==> src/rtl/spi_xfer_queue_pkg.sv <==
// rtl/spi_xfer_queue_pkg.sv - shared types, defaults and helpers for the SPI transfer queue
package spi_pkg;

    localparam int DATA_W_DEFAULT = 8;

    typedef enum logic [1:0] {
        IDLE    = 2'd0,
        SEND    = 2'd1,
        WAIT_RX = 2'd2
    } xfer_state_t;

    // Address width for a FIFO of the given depth (depth is a power of two).
    function automatic int clog2_depth(input int depth);
        int r;
        r = 0;
        for (int i = 0; i < 31; i++) begin
            if ((1 << i) < depth) r = i + 1;
        end
        return r;
    endfunction

endpackage

==> src/rtl/spi_xfer_queue_if.sv <==
// rtl/spi_xfer_queue_if.sv - byte handshake between the transfer queue and the SPI master engine
interface spi_xfer_queue_if #(parameter int DATA_W = 8);
    logic [DATA_W-1:0] tx_data;
    logic              tx_valid;
    logic              tx_done;
    logic [DATA_W-1:0] rx_data;
    logic              rx_valid;

    // Queue side: presents bytes, observes completion and received data.
    modport master (
        output tx_data,
        output tx_valid,
        input  tx_done,
        input  rx_data,
        input  rx_valid
    );

    // Byte engine side.
    modport slave (
        input  tx_data,
        input  tx_valid,
        output tx_done,
        output rx_data,
        output rx_valid
    );
endinterface

==> src/rtl/spi_sync_fifo.sv <==
// rtl/spi_sync_fifo.sv - single-clock first-word-fall-through FIFO for outgoing bytes
module spi_sync_fifo
    import spi_pkg::*;
#(
    parameter int DATA_W = DATA_W_DEFAULT,
    parameter int DEPTH  = 4
) (
    input  logic                        clk,
    input  logic                        rstn,
    input  logic                        push,
    input  logic                        pop,
    input  logic [DATA_W-1:0]           din,
    output logic [DATA_W-1:0]           dout,
    output logic                        full,
    output logic                        empty,
    output logic [clog2_depth(DEPTH):0] level
);
    localparam int AW = clog2_depth(DEPTH);

    logic [DATA_W-1:0] mem [DEPTH];
    logic [AW-1:0]     wr_ptr;
    logic [AW-1:0]     rd_ptr;
    logic [AW:0]       count;
    logic              do_push;
    logic              do_pop;

    // A push into a full FIFO is only taken when the head leaves in the same cycle.
    assign do_pop  = pop && !empty;
    assign do_push = push && (!full || do_pop);

    assign full  = (count == DEPTH[AW:0]);
    assign empty = (count == '0);
    assign level = count;
    assign dout  = mem[rd_ptr];

    // Storage array; contents are don't-care until written, so no reset.
    always_ff @(posedge clk) begin
        if (do_push) mem[wr_ptr] <= din;
    end

    // Pointers wrap naturally at DEPTH; occupancy tracks +push -pop.
    always_ff @(posedge clk or negedge rstn) begin
        if (!rstn) begin
            wr_ptr <= '0;
            rd_ptr <= '0;
            count  <= '0;
        end else begin
            if (do_push) wr_ptr <= wr_ptr + 1'b1;
            if (do_pop)  rd_ptr <= rd_ptr + 1'b1;
            count <= count + {{AW{1'b0}}, do_push} - {{AW{1'b0}}, do_pop};
        end
    end

endmodule

==> src/rtl/spi_xfer_queue.sv <==
// rtl/spi_xfer_queue.sv - queues TX bytes to the SPI master and registers each returned byte
module spi_xfer_queue
    import spi_pkg::*;
#(
    parameter int DATA_W = DATA_W_DEFAULT,
    parameter int DEPTH  = 4
) (
    input  logic                        clk,
    input  logic                        rstn,
    input  logic [DATA_W-1:0]           wr_data,
    input  logic                        wr_en,
    output logic                        full,
    output logic [clog2_depth(DEPTH):0] level,
    output logic                        overflow,
    output logic                        busy,
    spi_xfer_queue_if.master            spi,
    output logic [DATA_W-1:0]           rx_out_data,
    output logic                        rx_out_valid,
    input  logic                        rx_out_ready
);
    xfer_state_t       state_q, state_d;
    logic              tx_valid_q, tx_valid_d;
    logic [DATA_W-1:0] tx_data_q, tx_data_d;
    logic              fifo_pop;
    logic              fifo_empty;
    logic [DATA_W-1:0] fifo_dout;
    logic              capture;
    logic              slot_free;

    spi_sync_fifo #(
        .DATA_W (DATA_W),
        .DEPTH  (DEPTH)
    ) u_fifo (
        .clk   (clk),
        .rstn  (rstn),
        .push  (wr_en),
        .pop   (fifo_pop),
        .din   (wr_data),
        .dout  (fifo_dout),
        .full  (full),
        .empty (fifo_empty),
        .level (level)
    );

    // A new transfer may only start once the previous received byte is gone or leaving now.
    assign slot_free    = !rx_out_valid || rx_out_ready;
    assign spi.tx_data  = tx_data_q;
    assign spi.tx_valid = tx_valid_q;
    assign busy         = (state_q != IDLE) || !fifo_empty;

    // Next-state and handshake decode; tx_done/rx_valid are ignored while idle.
    always_comb begin
        state_d    = state_q;
        tx_valid_d = tx_valid_q;
        tx_data_d  = tx_data_q;
        fifo_pop   = 1'b0;
        capture    = 1'b0;
        case (state_q)
            IDLE: begin
                if (!fifo_empty && slot_free) begin
                    fifo_pop   = 1'b1;
                    tx_data_d  = fifo_dout;
                    tx_valid_d = 1'b1;
                    state_d    = SEND;
                end
            end
            SEND: begin
                if (spi.tx_done) begin
                    tx_valid_d = 1'b0;
                    if (spi.rx_valid) begin
                        capture = 1'b1;
                        state_d = IDLE;
                    end else begin
                        state_d = WAIT_RX;
                    end
                end else if (spi.rx_valid) begin
                    capture = 1'b1;
                end
            end
            WAIT_RX: begin
                tx_valid_d = 1'b0;
                if (spi.rx_valid) begin
                    capture = 1'b1;
                    state_d = IDLE;
                end
            end
            default: begin
                state_d    = IDLE;
                tx_valid_d = 1'b0;
            end
        endcase
    end

    // State, TX presentation register and dropped-write pulse.
    always_ff @(posedge clk or negedge rstn) begin
        if (!rstn) begin
            state_q    <= IDLE;
            tx_valid_q <= 1'b0;
            tx_data_q  <= '0;
            overflow   <= 1'b0;
        end else begin
            state_q    <= state_d;
            tx_valid_q <= tx_valid_d;
            tx_data_q  <= tx_data_d;
            overflow   <= wr_en && full && !fifo_pop;
        end
    end

    // Received-byte slot: a capture wins over a same-cycle handshake.
    always_ff @(posedge clk or negedge rstn) begin
        if (!rstn) begin
            rx_out_valid <= 1'b0;
            rx_out_data  <= '0;
        end else if (capture) begin
            rx_out_valid <= 1'b1;
            rx_out_data  <= spi.rx_data;
        end else if (rx_out_valid && rx_out_ready) begin
            rx_out_valid <= 1'b0;
        end
    end

endmodule

==> src/flat_wrapper.sv <==
// flat-port wrapper written by rule: the top's interface ports become plain ports
module spi_xfer_queue_flat import spi_pkg::*;
#(
    parameter int DATA_W = DATA_W_DEFAULT,
    parameter int DEPTH  = 4
)
  (clk, rstn, wr_data, wr_en, full, level, overflow, busy, rx_out_data, rx_out_valid, rx_out_ready, spi_tx_data, spi_tx_valid, spi_tx_done, spi_rx_data, spi_rx_valid);
  spi_xfer_queue_if #(.DATA_W(DATA_W)) spi_i ();
  input  logic clk;
  input  logic rstn;
  input  logic [DATA_W-1:0] wr_data;
  input  logic wr_en;
  output logic full;
  output logic [clog2_depth(DEPTH):0] level;
  output logic overflow;
  output logic busy;
  output logic [DATA_W-1:0] rx_out_data;
  output logic rx_out_valid;
  input  logic rx_out_ready;
  output wire logic [$bits(spi_i.tx_data)-1:0] spi_tx_data;
  output wire logic [$bits(spi_i.tx_valid)-1:0] spi_tx_valid;
  input wire logic [$bits(spi_i.tx_done)-1:0] spi_tx_done;
  input wire logic [$bits(spi_i.rx_data)-1:0] spi_rx_data;
  input wire logic [$bits(spi_i.rx_valid)-1:0] spi_rx_valid;
  assign spi_tx_data = spi_i.tx_data;
  assign spi_tx_valid = spi_i.tx_valid;
  assign spi_i.tx_done = spi_tx_done;
  assign spi_i.rx_data = spi_rx_data;
  assign spi_i.rx_valid = spi_rx_valid;
  spi_xfer_queue #(.DATA_W(DATA_W), .DEPTH(DEPTH)) u_core (.clk(clk), .rstn(rstn), .wr_data(wr_data), .wr_en(wr_en), .full(full), .level(level), .overflow(overflow), .busy(busy), .spi(spi_i), .rx_out_data(rx_out_data), .rx_out_valid(rx_out_valid), .rx_out_ready(rx_out_ready));
endmodule
==> config.mk <==
export PLATFORM = sky130hd
export DESIGN_NAME = spi_xfer_queue_flat
export DESIGN_NICKNAME = d
export VERILOG_FILES = /design/src/rtl/spi_xfer_queue_pkg.sv /design/src/rtl/spi_xfer_queue_if.sv /design/src/rtl/spi_sync_fifo.sv /design/src/rtl/spi_xfer_queue.sv /design/src/flat_wrapper.sv
export SDC_FILE = /design/constraint.sdc
export NUM_CORES = 1
export LEC_CHECK = 0
export ABC_AREA = 1
export CORE_MARGIN = 2
export CORE_UTILIZATION = 25
export DETAILED_ROUTE_END_ITERATION = 7
export GPL_TIMING_DRIVEN = 0
export RECOVER_POWER = 25
export SETUP_SLACK_MARGIN = 0.3
export SYNTH_ARGS = -nofsm -noshare
export SYNTH_HDL_FRONTEND = slang
export SYNTH_SLANG_ARGS = --single-unit
==> constraint.sdc <==
create_clock -name clk -period 2.3 [get_ports clk]
set_input_delay 0.46 -clock clk [delete_from_list [all_inputs] [get_ports clk]]
set_output_delay 0.46 -clock clk [all_outputs]
set_load 0.03 [all_outputs]
==> results of run 1 <==
## through the flow
step	cells	power, mW	utilization	hold WS, ns
2_1_floorplan	219	3.22	-	0.164
3_3_place_gp	397	3.98	0.322	0.471
3_5_place_dp	397	4.02	0.322	0.462
4_1_cts	415	5.07	0.346	0.481
5_1_grt	418	5.42	0.349	0.503
6_report	418	5.06	0.349	0.473
## timing repair
action,CTS,global route
pin swaps,1,1
hold buffers,0,0
gates resized for setup,10,7
setup buffers,2,3
endpoints found under the setup margin,36,27
## synth_stat cells
cell type,count
xor2_1,2
inv_4,1
edfxtp_1,32
or2_2,1
ha_1,9
nand3_4,1
inv_1,13
nand3_1,6
o21ai_0,18
nor2_2,2
dfrtp_1,28
buf_6,2
or2_4,1
nor2_1,29
nand3b_1,1
mux2_2,8
nand4_1,2
nand2_1,45
buf_4,3
o21ai_1,7
buf_2,1
inv_2,2
fa_1,1
nand2_2,3
xnor2_1,1
## layer usage
layer,vias to the layer above,wire length (um),track usage
met5,-,0,0
met4,0,134,0.0543
met3,12,284,0.0381
met2,43,2560,0.169
met1,814,2240,0.116
li1,850,-,-
## worst register-to-register path: cells and delay by family, from the launching register on
| kind | cells | cell delay (ns) |
|---|---|---|
| adders and majority gates | 1 | 0.16 |
| and+or+nand+nor | 4 | 0.94 |
| DFF | 1 | 0.42 |
| buffers and inverters | 1 | 0.11 |
## area by class of cell
class	instances	area (sq um)
fill	1032	6390
multi-input combinational	137	803
tap	133	166
clock buffer	9	124
inverter	16	62.6
clock inverter	7	75.1
buffer	6	57.6
timing repair buffer	50	475
sequential	60	1670
## cell families (layout without fill, tap and decap cells)
logic type | count (synthesis) | after routing
AO/OA/AOI/OAI | 25 | 25
adder cells (fa/ha/maj) | 10 | 10
multiplexers | 8 | 8
XOR/XNOR | 3 | 3
buffers and inverters | 22 | 88
flip-flops | 60 | 60
AND/OR/NAND/NOR | 91 | 91
## power groups by stage
stage	logic [mW]	registers, mW	clock network [mW]
floorplan	1.14	2.08	0
global placement	2.25	1.73	0
detailed placement	2.29	1.73	0
CTS	2.38	1.71	0.979
global route	2.63	1.76	1.03
finish	2.39	1.72	0.960
## state kept, by name, indices dropped and copies added (netlist names)
| register | cells |
|---|---|
| u_core.u_fifo.mem | 32 |
| u_core.rx_out_data | 8 |
| u_core.spi.tx_data | 8 |
| u_core.u_fifo.level | 3 |
| u_core.state_q | 2 |
| u_core.u_fifo.rd_ptr | 2 |
| u_core.u_fifo.wr_ptr | 2 |
| u_core.overflow | 1 |
| u_core.rx_out_valid | 1 |
| u_core.spi.tx_valid | 1 |
## final timing paths
kind | start | slack [ns] | end
min in group asynchronous | rstn | 0.50 | u_core.spi.tx_data[2]$_DFFE_PN0N_
max in group asynchronous | rstn | 0.77 | u_core.u_fifo.level[1]$_DFF_PN0_
setup / recovery | rx_out_ready | 0.27 | u_core.u_fifo.mem[1][7]$_DFFE_PP_
hold reg to reg | u_core.spi.tx_valid$_DFFE_PN0P_ | 0.47 | u_core.spi.tx_valid$_DFFE_PN0P_
hold / removal | u_core.spi.tx_valid$_DFFE_PN0P_ | 0.47 | u_core.spi.tx_valid$_DFFE_PN0P_
setup reg to reg | u_core.state_q[0]$_DFFE_PN0P_ | 0.31 | u_core.u_fifo.mem[1][7]$_DFFE_PP_
==> out/results.ini, run 1 <==
[yosys]
synth_area_sq_um=2540
syn_avg_cell_area_sq_um=11.6
syn_nets=251
ys_seq_area_frac=0.654
muxShareOfSynthArea=0.0355
yosys.area.top_type=edfxtp_1
ys_types=25
ys_warn_count=0
yosys.area_share.adder=0.0522
synthSimpleGateAreaFrac=0.154
synth-compound-area-share=0.0493
syn_inst=219
netlist.area_leader.share=0.378
synth_top_family_by_area=simple AND/OR/NAND/NOR gates
ys_top_cells_by_area=edfxtp_1, dfrtp_1, nand2_1
synth_xor_xnor_area_share=0.0103
ys_seq_elements=60

[power_and_ir_drop]
switching_share=0.402
p_int_mw=3.03
pwr-share-seq=0.339
pwr-share-comb=0.471
pwr-share-clk=0.190
p_sw_mw=2.03
power.leakage_nw=1.41
peakVddDrop_mv=0.406
power_density_nw_per_um2=1480

[critical_path]
critical_path.cell_chain=clkdlybuf4s50_1 -> inv_1 -> nand2_2 -> nand3_4 -> nand2_2 -> nand2_2 -> nor2_1
path_depth=7
critPathCaptureType=flip-flop
path_delay_family=simple AND/OR/NAND/NOR gates
cp.required_ns=2.27
max_stage_delay_ns=0.63
rr_worst_depth=6
path_buf_inv=2
crit_type=in -> reg
crit_fanout=8
critPathArrivalTime_ns=2.00
cp_common_cell=nand2_2
slowest_stage=nor2_1
crit_path_start_kind=primary input

[run_status]
violations=capacitance limit, slew limit
status=finished, violations left

[cts]
cts_tree=built
cts_made_buffers=9
cts_buffer_depth=2
cts-root-buf=clkbuf_8
cts-htree-levels=3
clock_sinks=60
path_clk_slew_ns=0.07
clock_latency_ns=0.34

[final_layout]
final_area_sq_um=3430
finalNetCount=312
final_cell_mix=nand2_1, clkdlybuf4s50_1, edfxtp_1
final_common_cell=nand2_1
antenna_cells=0
area_growth_pct=35.0
drive_gt1_frac=0.207

[floorplan]
fp.dieArea_sq_um=11000
pin_count=46
die_h_um=105
die_x_um=105
start_util=0.259
rows=36
coreArea_sq_um=9820

[hold_path]
whs_path_depth=2
hp-class=reg -> reg

[timing]
slew_violations=29
setup-tns-final_ns=0
setup_viol=0
clock.fmax_mhz=494
worst_pin_slew_ns=1.57
maxSlewHeadroom=-0.0451
rsz0062_at_grt=yes
finClkSkew_ns=0.00811
fin_crit_sh=0.881
fin_ws_ns=0.275
hold_viol=0
fin_crit_ns=2.03

[detailed_routing]
via_per_inst=4.11
ant_nets=0
wire_per_inst_um=12.5
dr.pass1.iters=4
drt-initial-drc-count=83
drt-total-wl_mm=5.22
vias=1719
drc=0

[grt]
grt-ovfl-total=0
antenna_found_initial=0
grt_pass1_vias=1674
grt_use_total=0.103
grt_pass1_wl_mm=8.47
grt_start_max_net_pins=29

[placement]
io_buffers=45
gp_congestion=0.685
post-place-ws_ns=-0.195
place_area_sq_um=3170
place_hpwl_mm=3.39

[run]
drv_cap=1

No activity file was read; power rests on OpenSTA's default activity.
==> run 2: changes to the inputs <==
- ABC_CLOCK_PERIOD_IN_PS: default -> 2300
- CORE_UTILIZATION: 25 -> 38
- CTS_CLUSTER_DIAMETER: default -> 200
==> out/results.ini, run 2 (synthesized netlist as in run 1, its figures left out) <==
[run_status]
status=finished, violations left  ; unchanged
violations=DRC, capacitance limit, slew limit  ; was capacitance limit, slew limit

[placement]
post-place-ws_ns=-0.222  ; was -0.195 ns
dp_cells=341  ; was 397
place_hpwl_mm=3.17  ; was 3.39 mm
place_area_sq_um=3100  ; was 3170 sq um
gp_congestion=0.789  ; was 0.685
io_buffers=45  ; unchanged

[floorplan]
pin_count=46  ; unchanged
die_x_um=85.8  ; was 105 um
die_h_um=85.8  ; was 105 um
rows=29  ; was 36
coreArea_sq_um=6420  ; was 9820 sq um
fp.dieArea_sq_um=7350  ; was 11000 sq um
start_util=0.395  ; was 0.259

[grt]
grt-ovfl-total=0  ; unchanged
grt_start_max_net_pins=29  ; unchanged
antenna_found_initial=0  ; unchanged
grt_use_total=0.149  ; was 0.103
grt_pass1_vias=1713  ; was 1674
grt_pass1_wl_mm=8.17  ; was 8.47 mm

[detailed_routing]
dr.pass1.iters=8  ; was 4
ant_nets=0  ; unchanged
via_per_inst=4.67  ; was 4.11
vias=1687  ; was 1719
wire_per_inst_um=13.4  ; was 12.5 um
drt-total-wl_mm=4.85  ; was 5.22 mm
drt-initial-drc-count=97  ; was 83
drc=4  ; was 0

[final_layout]
antenna_cells=0  ; unchanged
final_area_sq_um=3370  ; was 3430 sq um
final_cell_mix=nand2_1, clkdlybuf4s50_1, edfxtp_1  ; unchanged
fill_cells=579  ; was 1032
stdcell_count=361  ; was 418
final_common_cell=nand2_1  ; unchanged
finalNetCount=311  ; was 312
drive_gt1_frac=0.190  ; was 0.207
area_growth_pct=32.6  ; was 35.0%
max_flop_register=u_core.u_fifo.mem  ; unchanged
largest_reg_flops=32  ; unchanged

[timing]
maxSlewHeadroom=-0.0314  ; was -0.0451
fin_ws_ns=0.361  ; was 0.275 ns
finClkSkew_ns=0.00571  ; was 0.00811 ns
slew_violations=29  ; unchanged
setup_viol=0  ; unchanged
worst_pin_slew_ns=1.55  ; was 1.57 ns
rsz0062_at_grt=yes  ; unchanged
fin_crit_sh=0.843  ; was 0.881
clock.fmax_mhz=516  ; was 494 MHz
hold_viol=0  ; unchanged
setup-tns-final_ns=0  ; unchanged
fin_crit_ns=1.94  ; was 2.03 ns

[power_and_ir_drop]
power_density_nw_per_um2=1520  ; was 1480 nW/um^2
power.leakage_nw=1.41  ; about the same
peakVddDrop_mv=0.554  ; was 0.406 mV
finalPower_mw=5.11  ; was 5.06 mW

[critical_path]
cp.required_ns=2.51  ; was 2.27 ns
critPathCaptureType=flip-flop  ; unchanged
crit_path_start_kind=primary input  ; unchanged
r2r-start=u_core.u_fifo.level[1]$_DFF_PN0_  ; was u_core.state_q[0]$_DFFE_PN0P_
critPathArrivalTime_ns=2.15  ; was 2.00 ns
crit_fanout=4  ; was 8
crit_type=in -> reg  ; unchanged
critPathLaunch=rx_out_ready  ; unchanged

[cts]
clock_sinks=60  ; unchanged
cts-root-buf=clkbuf_8  ; unchanged
clock_latency_ns=0.34  ; about the same
holdBufCountCts=0  ; unchanged
cts_tree=built  ; unchanged
cts_made_buffers=9  ; unchanged
path_clk_slew_ns=0.06  ; was 0.07 ns
cts-htree-levels=3  ; unchanged
cts_buffer_depth=2  ; unchanged

[run]
drv_cap=1  ; unchanged

[hold_path]
min_from=u_core.spi.tx_valid$_DFFE_PN0P_  ; unchanged
hp-class=reg -> reg  ; unchanged

run 2: cell types whose count changed in the layout (fill, tap and decap cells not counted), moves of 2 or more:
cell,previous run,this run
clkinv_2,2,0
clkdlybuf4s15_1,0,2
nor2_2,2,5
nor2_1,27,25
inv_6,2,0
run 2: what timing repair did:
item,4_1_cts,5_1_grt
cloned,0,0
setup endpoints to repair,36,11
pin swaps,1,0
resized for setup,12,3
setup buffers,2,2
run 2: final timing paths:
path	to	slack, ns	depth (start not counted)
setup / recovery	u_core.u_fifo.level[1]$_DFF_PN0_	0.36	9
hold / removal	u_core.spi.tx_valid$_DFFE_PN0P_	0.48	2
setup reg to reg	u_core.u_fifo.level[2]$_DFF_PN0_	0.38	9
hold reg to reg	u_core.spi.tx_valid$_DFFE_PN0P_	0.48	2
max in group asynchronous	u_core.u_fifo.level[1]$_DFF_PN0_	0.79	1
min in group asynchronous	u_core.u_fifo.level[2]$_DFF_PN0_	0.49	1
run 2: metrics by stage:
stage	hold WS, ns	utilization
6_report	0.482	0.524
5_1_grt	0.517	0.524
4_1_cts	0.480	0.522
3_5_place_dp	0.464	0.482
3_3_place_gp	0.462	0.482
2_1_floorplan	0.164	-
run 2: final cells by class:
| class | instances | area (sq um) | area share |
|---|---|---|---|
| Sequential cell | 60 | 1670 | 0.494 |
| Multi-Input combinational cell | 137 | 796 | 0.236 |
| Timing Repair Buffer | 49 | 474 | 0.141 |
| Clock buffer | 10 | 128 | 0.0379 |
| Tap cell | 77 | 96.3 | 0.0286 |
| Clock inverter | 6 | 88.8 | 0.0264 |
| Inverter | 16 | 62.6 | 0.0186 |
| Buffer | 6 | 57.6 | 0.0171 |
run 2: routing by layer:
layer | part of all wire | routed length [um] | track usage | vias to the layer above
met1 | 0.45 | 2160 | 0.184 | 790
li1 | - | - | - | 845
met3 | 0.040 | 192 | 0.0404 | 12
met5 | 0 | 0 | 0 | -
met4 | 0.025 | 123 | 0.0823 | 0
met2 | 0.49 | 2380 | 0.239 | 40
run 2: report_power, final:
group          internal [mW]  leakage [nW]  switching [mW]  total, mW
sequential              1.52         0.630           0.186       1.71
combinational           1.00         0.672            1.37       2.37
clock                  0.610         0.104           0.423       1.03
run 2: critical path, stage by stage:
cell             delay (ns)
clkdlybuf4s50_1        0.45
inv_1                  0.04
nand2_2                0.09
nand3_4                0.10
buf_4                  0.15
or2_4                  0.23
nand2_1                0.07
ha_1                   0.15
fa_1                   0.40
==> run 3: changes to the inputs <==
- ABC_CLOCK_PERIOD_IN_PS: 2300 -> 2000
- clock period: 2.3 -> 2 ns (I/O delays scaled with it)
==> out/results.ini, run 3 (synthesized netlist as in run 1, its figures left out) <==
[critical_path]
critPathCaptureType=flip-flop  ; unchanged
cp_common_cell=ha_4
crit_fanout=4  ; unchanged
crit_type=reg -> reg  ; was in -> reg
critPathArrivalTime_ns=2.00  ; was 2.15 ns
r2r-start=u_core.state_q[0]$_DFFE_PN0P_  ; was u_core.u_fifo.level[1]$_DFF_PN0_
max_stage_delay_ns=0.39  ; was 0.45 ns
cp.required_ns=2.21  ; was 2.51 ns
slowest_stage=dfrtp_1  ; was clkdlybuf4s50_1
critical_path.cell_chain=inv_2 -> ha_4 -> nand3_4 -> buf_8 -> nand3_2 -> nand2_2 -> ha_4 -> fa_2 -> xor2_1  ; was clkdlybuf4s50_1 -> inv_1 -> nand2_2 -> nand3_4 -> buf_4 -> or2_4 -> nand2_1 -> ha_1 -> fa_1
crit_path_start_kind=flip-flop  ; was primary input
critPathLaunch=u_core.state_q[0]$_DFFE_PN0P_  ; was rx_out_ready

[final_layout]
final_area_sq_um=3500  ; was 3370 sq um
final_common_cell=nand2_1  ; unchanged
final_cell_mix=nand2_1, edfxtp_1, nor2_1, dfrtp_1, dlygate4sd2_1  ; was nand2_1, clkdlybuf4s50_1, edfxtp_1
drive_gt1_frac=0.253  ; was 0.190
area_growth_pct=37.6  ; was 32.6%
antenna_cells=0  ; unchanged
fill_cells=549  ; was 579
finalNetCount=323  ; was 311
largest_reg_flops=32  ; unchanged
max_flop_register=u_core.u_fifo.mem  ; unchanged

[timing]
fin_crit_ns=1.79
holdWs_ns=0.413  ; was 0.482 ns
fin_crit_sh=0.896
setup_viol=0  ; unchanged
clock.fmax_mhz=558
worst_pin_slew_ns=1.51  ; was 1.55 ns
fin_ws_ns=0.208  ; was 0.361 ns
hold_viol=0  ; unchanged
finClkSkew_ns=0.0110  ; was 0.00571 ns
rsz0062_at_grt=yes  ; unchanged
slew_violations=28  ; was 29
maxSlewHeadroom=-0.00413  ; was -0.0314

[floorplan]
die_x_um=85.8  ; unchanged
pin_count=46  ; unchanged
fp.dieArea_sq_um=7350  ; unchanged
die_h_um=85.8  ; unchanged
rows=29  ; unchanged
start_util=0.395  ; unchanged
coreArea_sq_um=6420  ; unchanged

[detailed_routing]
drc=5  ; was 4
ant_nets=0  ; unchanged
dr.pass1.iters=7  ; was 8
via_per_inst=4.72  ; was 4.67
drt-total-wl_mm=5.16  ; was 4.85 mm
vias=1759  ; was 1687
drt-initial-drc-count=85  ; was 97
wire_per_inst_um=13.8  ; was 13.4 um

[cts]
cts-root-buf=clkbuf_8  ; unchanged
clock_sinks=60  ; unchanged
cts-htree-levels=3  ; unchanged
cts_tree=built  ; unchanged
cts_buffer_depth=2  ; unchanged
cts_made_buffers=9  ; unchanged
path_clk_slew_ns=0.07  ; was 0.06 ns
clock_latency_ns=0.33  ; was 0.34 ns

[power_and_ir_drop]
power_density_nw_per_um2=1690  ; was 1520 nW/um^2
peakVddDrop_mv=0.618  ; was 0.554 mV
power.leakage_nw=1.52  ; was 1.41 nW

[hold_path]
hp-class=in -> async  ; was reg -> reg

[run_status]
violations=DRC, capacitance limit, slew limit  ; unchanged
status=finished, violations left  ; unchanged

[placement]
io_buffers=45  ; unchanged
place_area_sq_um=3120  ; was 3100 sq um
gp_congestion=0.765  ; was 0.789
place_hpwl_mm=3.22  ; was 3.17 mm
post-place-ws_ns=-0.299  ; was -0.222 ns

[run]
drv_cap=1  ; unchanged

[grt]
grt_start_max_net_pins=29  ; unchanged
grt_pass1_vias=1745  ; was 1713
antenna_found_initial=0  ; unchanged
grt_pass1_wl_mm=8.07  ; was 8.17 mm
grt_use_total=0.145  ; was 0.149
grt-ovfl-total=0  ; unchanged

[run 3: cell types whose count changed in the layout (fill, tap and decap cells not counted), moves of 3 or more]
cell / delta
buf_12: +3
nor2_4: +5
buf_4: +9
nor2_2: -5
dlygate4sd2_1: +22
clkdlybuf4s50_1: -22
[run 3: cell type report]
class	instances	area, sq um	area share
Timing Repair Buffer	61	567	0.162
Sequential cell	60	1670	0.476
Buffer	6	57.6	0.0165
Clock inverter	6	63.8	0.0183
Clock buffer	10	138	0.0394
Inverter	16	62.6	0.0179
Multi-Input combinational cell	137	846	0.242
Tap cell	77	96.3	0.0276
[run 3: routing by layer]
layer,vias to the layer above,wire (um),GRT usage
met1,833,2360,0.182
li1,878,-,-
met4,0,89,0.0866
met5,-,0,0
met3,6,224,0.0289
met2,42,2490,0.234
[run 3: critical path: cells and delay by family, from the launching register on]
family	cells	cell delay (ns)
xor+xnor	1	0.17
buf+inv	2	0.22
fa+ha+maj	3	0.66
simple gates	3	0.21
flops	1	0.39
[run 3: per-stage QoR]
| stage | cells | total power, mW | util | TNS, ns |
|---|---|---|---|---|
| 3_5_place_dp | 341 | 4.64 | 0.485 | -7.99 |
| 4_1_cts | 365 | 5.79 | 0.528 | 0 |
| 6_report | 373 | 5.90 | 0.544 | 0 |
| 5_1_grt | 373 | 6.32 | 0.544 | 0 |
| 3_3_place_gp | 341 | 4.59 | 0.485 | -8.43 |
| 2_1_floorplan | 219 | 3.73 | - | 0 |
[run 3: path summary, 6_finish.rpt]
check,to,slack (ns),depth (start not counted)
max,u_core.u_fifo.level[2]$_DFF_PN0_,0.21,9
min reg2reg,u_core.spi.tx_valid$_DFFE_PN0P_,0.46,2
min in group clk,u_core.spi.tx_valid$_DFFE_PN0P_,0.46,2
max reg2reg,u_core.u_fifo.level[2]$_DFF_PN0_,0.21,9
min,u_core.state_q[1]$_DFFE_PN0P_,0.41,1
max in group asynchronous,u_core.u_fifo.level[2]$_DFF_PN0_,0.59,1
[run 3: what timing repair did]
action | in CTS | in global routing
pin swaps | 2 | 6
buffers inserted | 8 | 8
endpoints found under the setup margin | 61 | 36
gates resized for setup | 41 | 6
hold buffers | 0 | 0
[run 3: power breakdown]
part	switching [mW]	internal, mW
combinational	1.70	1.17
clock	0.478	0.606
sequential	0.201	1.75
total	2.38	3.53
==> patch 1: new RTL, settings of run 2 <==
Re-encode `xfer_state_t` (3 states) as one-hot, 3 bits wide.
--- a/src/rtl/spi_xfer_queue_pkg.sv
+++ b/src/rtl/spi_xfer_queue_pkg.sv
@@ -4,8 +4,8 @@
     localparam int DATA_W_DEFAULT = 8;
 
-    typedef enum logic [1:0] {
-        IDLE    = 2'd0,
-        SEND    = 2'd1,
-        WAIT_RX = 2'd2
+    typedef enum logic [2:0] {
+        IDLE    = 3'b001,
+        SEND    = 3'b010,
+        WAIT_RX = 3'b100
     } xfer_state_t;
 
Formal check against the unedited RTL: same outputs for any inputs over 10 cycles, from zero or initial values and one cycle with rstn low; not proved beyond that.
==> patch 1 against run 2 <==
Worst setup slack worse by 0.028 ns; sequential cell count increased by 1; via count increased by 3.4%; design area fell by 1.0%; the run ends with max-capacitance violations, max-slew violations left; routed wire length is 4.5% higher; die area grew 0.98%; area after synthesis is 1.0% higher; count of clock-buffer cells in the layout unchanged; total power decreased by 7.2%; global-route usage down 0.58 points.
==> patch 1: results (changes against run 2) <==
Pwr
  • P_clk: 0.000914 W (was 0.00103 W)
  • Net Sw Frac: 40.7% (was 38.7%)
  • Sequential fraction of design power: 36.7% (was 33.5%)

Drt
  • 1st-pass router iterations: 4 (was 8)
  • Drt total wl: 5070 µm (was 4850 µm)
  • DR WL/cell: 13.6 µm (was 13.4 µm)
  • Drt via density: 4.69 (was 4.67)

Placed design
  • Area post-placement: 3120 µm² (was 3100 µm²)
  • Final GP Congestion: 0.747 (was 0.789)
  • Worst slack at placement: -0.239 ns (was -0.222 ns)
  • Placed cells: 355 (was 341)

GRT
  • GRT Util Overall: 14.3% (was 14.9%)
  • First-pass GRT wire length: 8130 µm (was 8170 µm)
  • Largest net degree at the start of global routing: 30 (was 29)

Synthesis
  • Synth Area in Compound Gates: 9.02% (was 4.93%)
  • Most frequent cells after synthesis: nand2_1 (54), edfxtp_1 (32), nor2_1 (29) (was nand2_1 (45), edfxtp_1 (32), nor2_1 (29))
  • Register area share after synthesis: 65.8% (was 65.4%)
  • Synthesized net count: 261 (was 251)
  • XOR/XNOR Fraction of Synth Area: 0.341% (was 1.03%)
  • Adder-Cell Fraction of Synth Area: 3.22% (was 5.22%)

Timing
  • Fin. max-slew vios: 30 (was 29)
  • Pin slew with the least headroom to its limit: 1.54 ns (was 1.55 ns)

Outcome
  • Failing checks: max-capacitance violations, max-slew violations (was design-rule violations, max-capacitance violations, max-slew violations)
  • Status: complete, but fails checks (unchanged)

Finish
  • Filler Cells Inserted: 589 (was 579)
  • Fin nets: 318 (was 311)

Hold path
  • Hold Crit Start: u_core.spi.tx_data[1]$_DFFE_PN0N_ (was u_core.spi.tx_valid$_DFFE_PN0P_)

Setup path
  • CP max stage cell: dfrtp_2 (was clkdlybuf4s50_1)
  • Worst r2r src: u_core.state_q[0]$_DFFE_PN1P_ (was u_core.u_fifo.level[1]$_DFF_PN0_)

Flow run
  • MaxCap Viol Count: 1 (unchanged)
patch 1: cell types whose count changed after synthesis, moves of 2 or more:
cell / run 2 / this run
inv_1: 13 / 25
nand2_1: 45 / 54
mux2_2: 8 / 0
o21ai_2: 0 / 8
o22ai_1: 0 / 8
ha_1: 9 / 5
o21ai_1: 7 / 3
nand3_1: 6 / 3
buf_2: 1 / 3
buf_4: 3 / 1
inv_2: 2 / 4
nor2_2: 2 / 0
o21ai_0: 18 / 16
patch 1: cells by family after synthesis:
kind of cell,count (synthesis)
AOI/OAI and AO/OA,36
buffers and inverters,34
xor gates and xnor gates,1
adders and majority gates,6
DFF,61
and+or+nand+nor,95
patch 1: layer usage:
| layer | part of all wire, % | track usage, % |
|---|---|---|
| met5 | 0 | 0 |
| met4 | 1.7 | 6.39 |
| met3 | 5.6 | 3.52 |
| met2 | 44 | 21.3 |
| met1 | 49 | 20.1 |
patch 1: final timing paths:
kind,slack (ns),end,cells after the start
worst max-delay path,0.33,full,4
worst min-delay path,0.48,u_core.spi.tx_data[1]$_DFFE_PN0N_,2
worst max register to register,0.40,u_core.u_fifo.level[2]$_DFF_PN0_,8
worst min register to register,0.48,u_core.spi.tx_data[1]$_DFFE_PN0N_,2
max in group asynchronous,0.81,u_core.u_fifo.level[1]$_DFF_PN0_,1
min in group asynchronous,0.49,u_core.u_fifo.level[1]$_DFF_PN0_,1
patch 1: final cells by class:
class / count / area share [%]
sequential: 61 / 50.7
multi-input combinational: 138 / 23.1
clock inverter: 6 / 1.88
buffer: 5 / 1.01
tap: 77 / 2.89
timing repair buffer: 46 / 13.4
clock buffer: 10 / 3.83
inverter: 29 / 3.26
patch 1: what timing repair did:
item | CTS | global route
buffers inserted | 0 | 1
resized for setup | 4 | 10
pin swaps | 0 | 0
endpoints found under the setup margin | 34 | 37
==> patch 2: new RTL, config.mk and constraints of run 2 <==
Made on the original files. `DEPTH` is set to 4 in 3 places; all go to 8.
--- a/src/rtl/spi_sync_fifo.sv
+++ b/src/rtl/spi_sync_fifo.sv
@@ -4,5 +4,5 @@
 #(
     parameter int DATA_W = DATA_W_DEFAULT,
-    parameter int DEPTH  = 4
+    parameter int DEPTH  = 8
 ) (
     input  logic                        clk,
--- a/src/rtl/spi_xfer_queue.sv
+++ b/src/rtl/spi_xfer_queue.sv
@@ -4,5 +4,5 @@
 #(
     parameter int DATA_W = DATA_W_DEFAULT,
-    parameter int DEPTH  = 4
+    parameter int DEPTH  = 8
 ) (
     input  logic                        clk,
--- a/src/flat_wrapper.sv
+++ b/src/flat_wrapper.sv
@@ -3,5 +3,5 @@
 #(
     parameter int DATA_W = DATA_W_DEFAULT,
-    parameter int DEPTH  = 4
+    parameter int DEPTH  = 8
 )
   (clk, rstn, wr_data, wr_en, full, level, overflow, busy, rx_out_data, rx_out_valid, rx_out_ready, spi_tx_data, spi_tx_valid, spi_tx_done, spi_rx_data, spi_rx_valid);
Ports: changed (resized level); port bits go from 46 to 47. No check against the original RTL was run, so the function may have changed too.
==> patch 2 against run 2 <==
The run ends with max-capacitance violations, max-slew violations left; highest routed layer unchanged; first-iteration DRC count up 75%; via count rose by 73%; cell count grew 70%; largest cell class unchanged; sequential power increased by 46%; routed wire length rose by 87%; total power rose by 38%; design area rose by 56%; largest power group unchanged; worst setup slack worse by 0.079 ns; register-to-register slack worse by 0.09 ns; area after synthesis up 68%; sequential cell count grew 35.
==> patch 2: results (changes against run 2) <==
Pwr
  • P_leak: 2.31 nW (was 1.41 nW)
  • Net Sw Frac: 41.0% (was 38.7%)
  • Max VDD drop: 598 µV (was 554 µV)

Synthesis
  • Register area share after synthesis: 63.1% (was 65.4%)
  • Synth Area in Compound Gates: 0.351% (was 4.93%)
  • Adder-Cell Fraction of Synth Area: 3.69% (was 5.22%)
  • Post-synth ARST share: 32.6% (was 46.7%)
  • Synth Instances: 408 (was 219)
  • Top cells by area, synth: edfxtp_1 (45%), dfrtp_1 (18%), nand2_1 (11%) (was edfxtp_1 (38%), dfrtp_1 (28%), nand2_1 (6.7%))
  • Synth cell types: 26 (was 25)
  • Post-synth EDFFs: 64 (was 32)

Drt
  • Drt via density: 4.76 (was 4.67)
  • Metal1 wirelength: 4280 µm (was 2160 µm)
  • 1st-pass router iterations: 4 (was 8)
  • Detailed Route Iter0 Violations: 170 (was 97)
  • Met2 routed WL: 4250 µm (was 2380 µm)
  • Drt total wl: 9060 µm (was 4850 µm)

Setup path
  • Worst r2r src: u_core.u_fifo.level[2]$_DFF_PN0_ (was u_core.u_fifo.level[1]$_DFF_PN0_)
  • CP max stage cell: fa_2 (was clkdlybuf4s50_1)
  • Worst reg2reg path depth: 11 (was 9)
  • Critical path arrival: 2.29 ns (was 2.15 ns)
  • Worst reg2reg path endpoint: u_core.u_fifo.level[1]$_DFF_PN0_ (was u_core.u_fifo.level[2]$_DFF_PN0_)
  • Flop-to-flop setup slack: 0.29 ns (was 0.38 ns)

CTS
  • Worst-path clk slew: 0.09 ns (was 0.06 ns)
  • Post-CTS sizing: 20 (was 12)
  • Setup bufs post-CTS: 0 (was 2)
  • Clk_lat worst skew: 0.37 ns (was 0.34 ns)

Timing
  • Clock skew: 0.0139 ns (was 0.00571 ns)
  • Fin. max-slew vios: 32 (was 29)
  • Pin slew with the least headroom to its limit: 1.78 ns (was 1.55 ns)
  • Final worst slack: 0.282 ns (was 0.361 ns)

Placed design
  • Placed cells: 594 (was 341)
  • PortBufs: 46 (was 45)
  • Detailed placement HPWL: 6220 µm (was 3170 µm)
  • Worst slack at placement: -0.289 ns (was -0.222 ns)
  • Area post-placement: 4920 µm² (was 3100 µm²)

Outcome
  • Failing checks: max-capacitance violations, max-slew violations (was design-rule violations, max-capacitance violations, max-slew violations)
  • Status: complete, but fails checks (unchanged)

Flow run
  • MaxCap Viol Count: 1 (unchanged)

Finish
  • Fin nets: 504 (was 311)
  • Share of cells above drive strength 1: 16.2% (was 19.0%)
  • Max FFs per register: 64 (was 32)
  • Filler Cells Inserted: 980 (was 579)

GRT
  • Met2 Use GR: 23.0% (was 23.9%)
  • M3 GR Usage: 2.88% (was 4.04%)
  • GRT Util Overall: 15.9% (was 14.9%)
  • Largest net degree at the start of global routing: 32 (was 29)
  • Number of global-route vias before repair: 2648 (was 1713)

Hold path
  • Min-Delay Endpoint: u_core.spi.tx_data[0]$_DFFE_PN0N_ (was u_core.spi.tx_valid$_DFFE_PN0P_)
-- patch 2: power by group through the flow --
stage	logic (W)	registers (W)	clock network [W]
after floorplan	0.00180	0.00290	0
after global placement	0.00318	0.00253	0
after detailed placement	0.00322	0.00254	0
after CTS	0.00326	0.00250	0.00113
after global routing	0.00378	0.00255	0.00120
final	0.00343	0.00250	0.00111
-- patch 2: kinds of logic after synthesis --
kind of cell / Yosys count
mux: 8
compound gates: 3
buf+inv: 82
fa+ha+maj: 12
simple gates: 203
xor+xnor: 5
flops: 95
-- patch 2: critical path: cells and delay by family --
family	cells	cell delay (ns)
simple gates	5	0.54
fa+ha+maj	2	0.71
buf+inv	4	0.57
-- patch 2: cell type report --
type,count,area share [%]
Clock inverter,6,1.14
Inverter,68,4.88
Sequential cell,95,51.4
Clock buffer,10,2.62
Timing Repair Buffer,51,9.48
Multi-Input combinational cell,231,25.1
Buffer,14,2.02
Tap cell,140,3.33
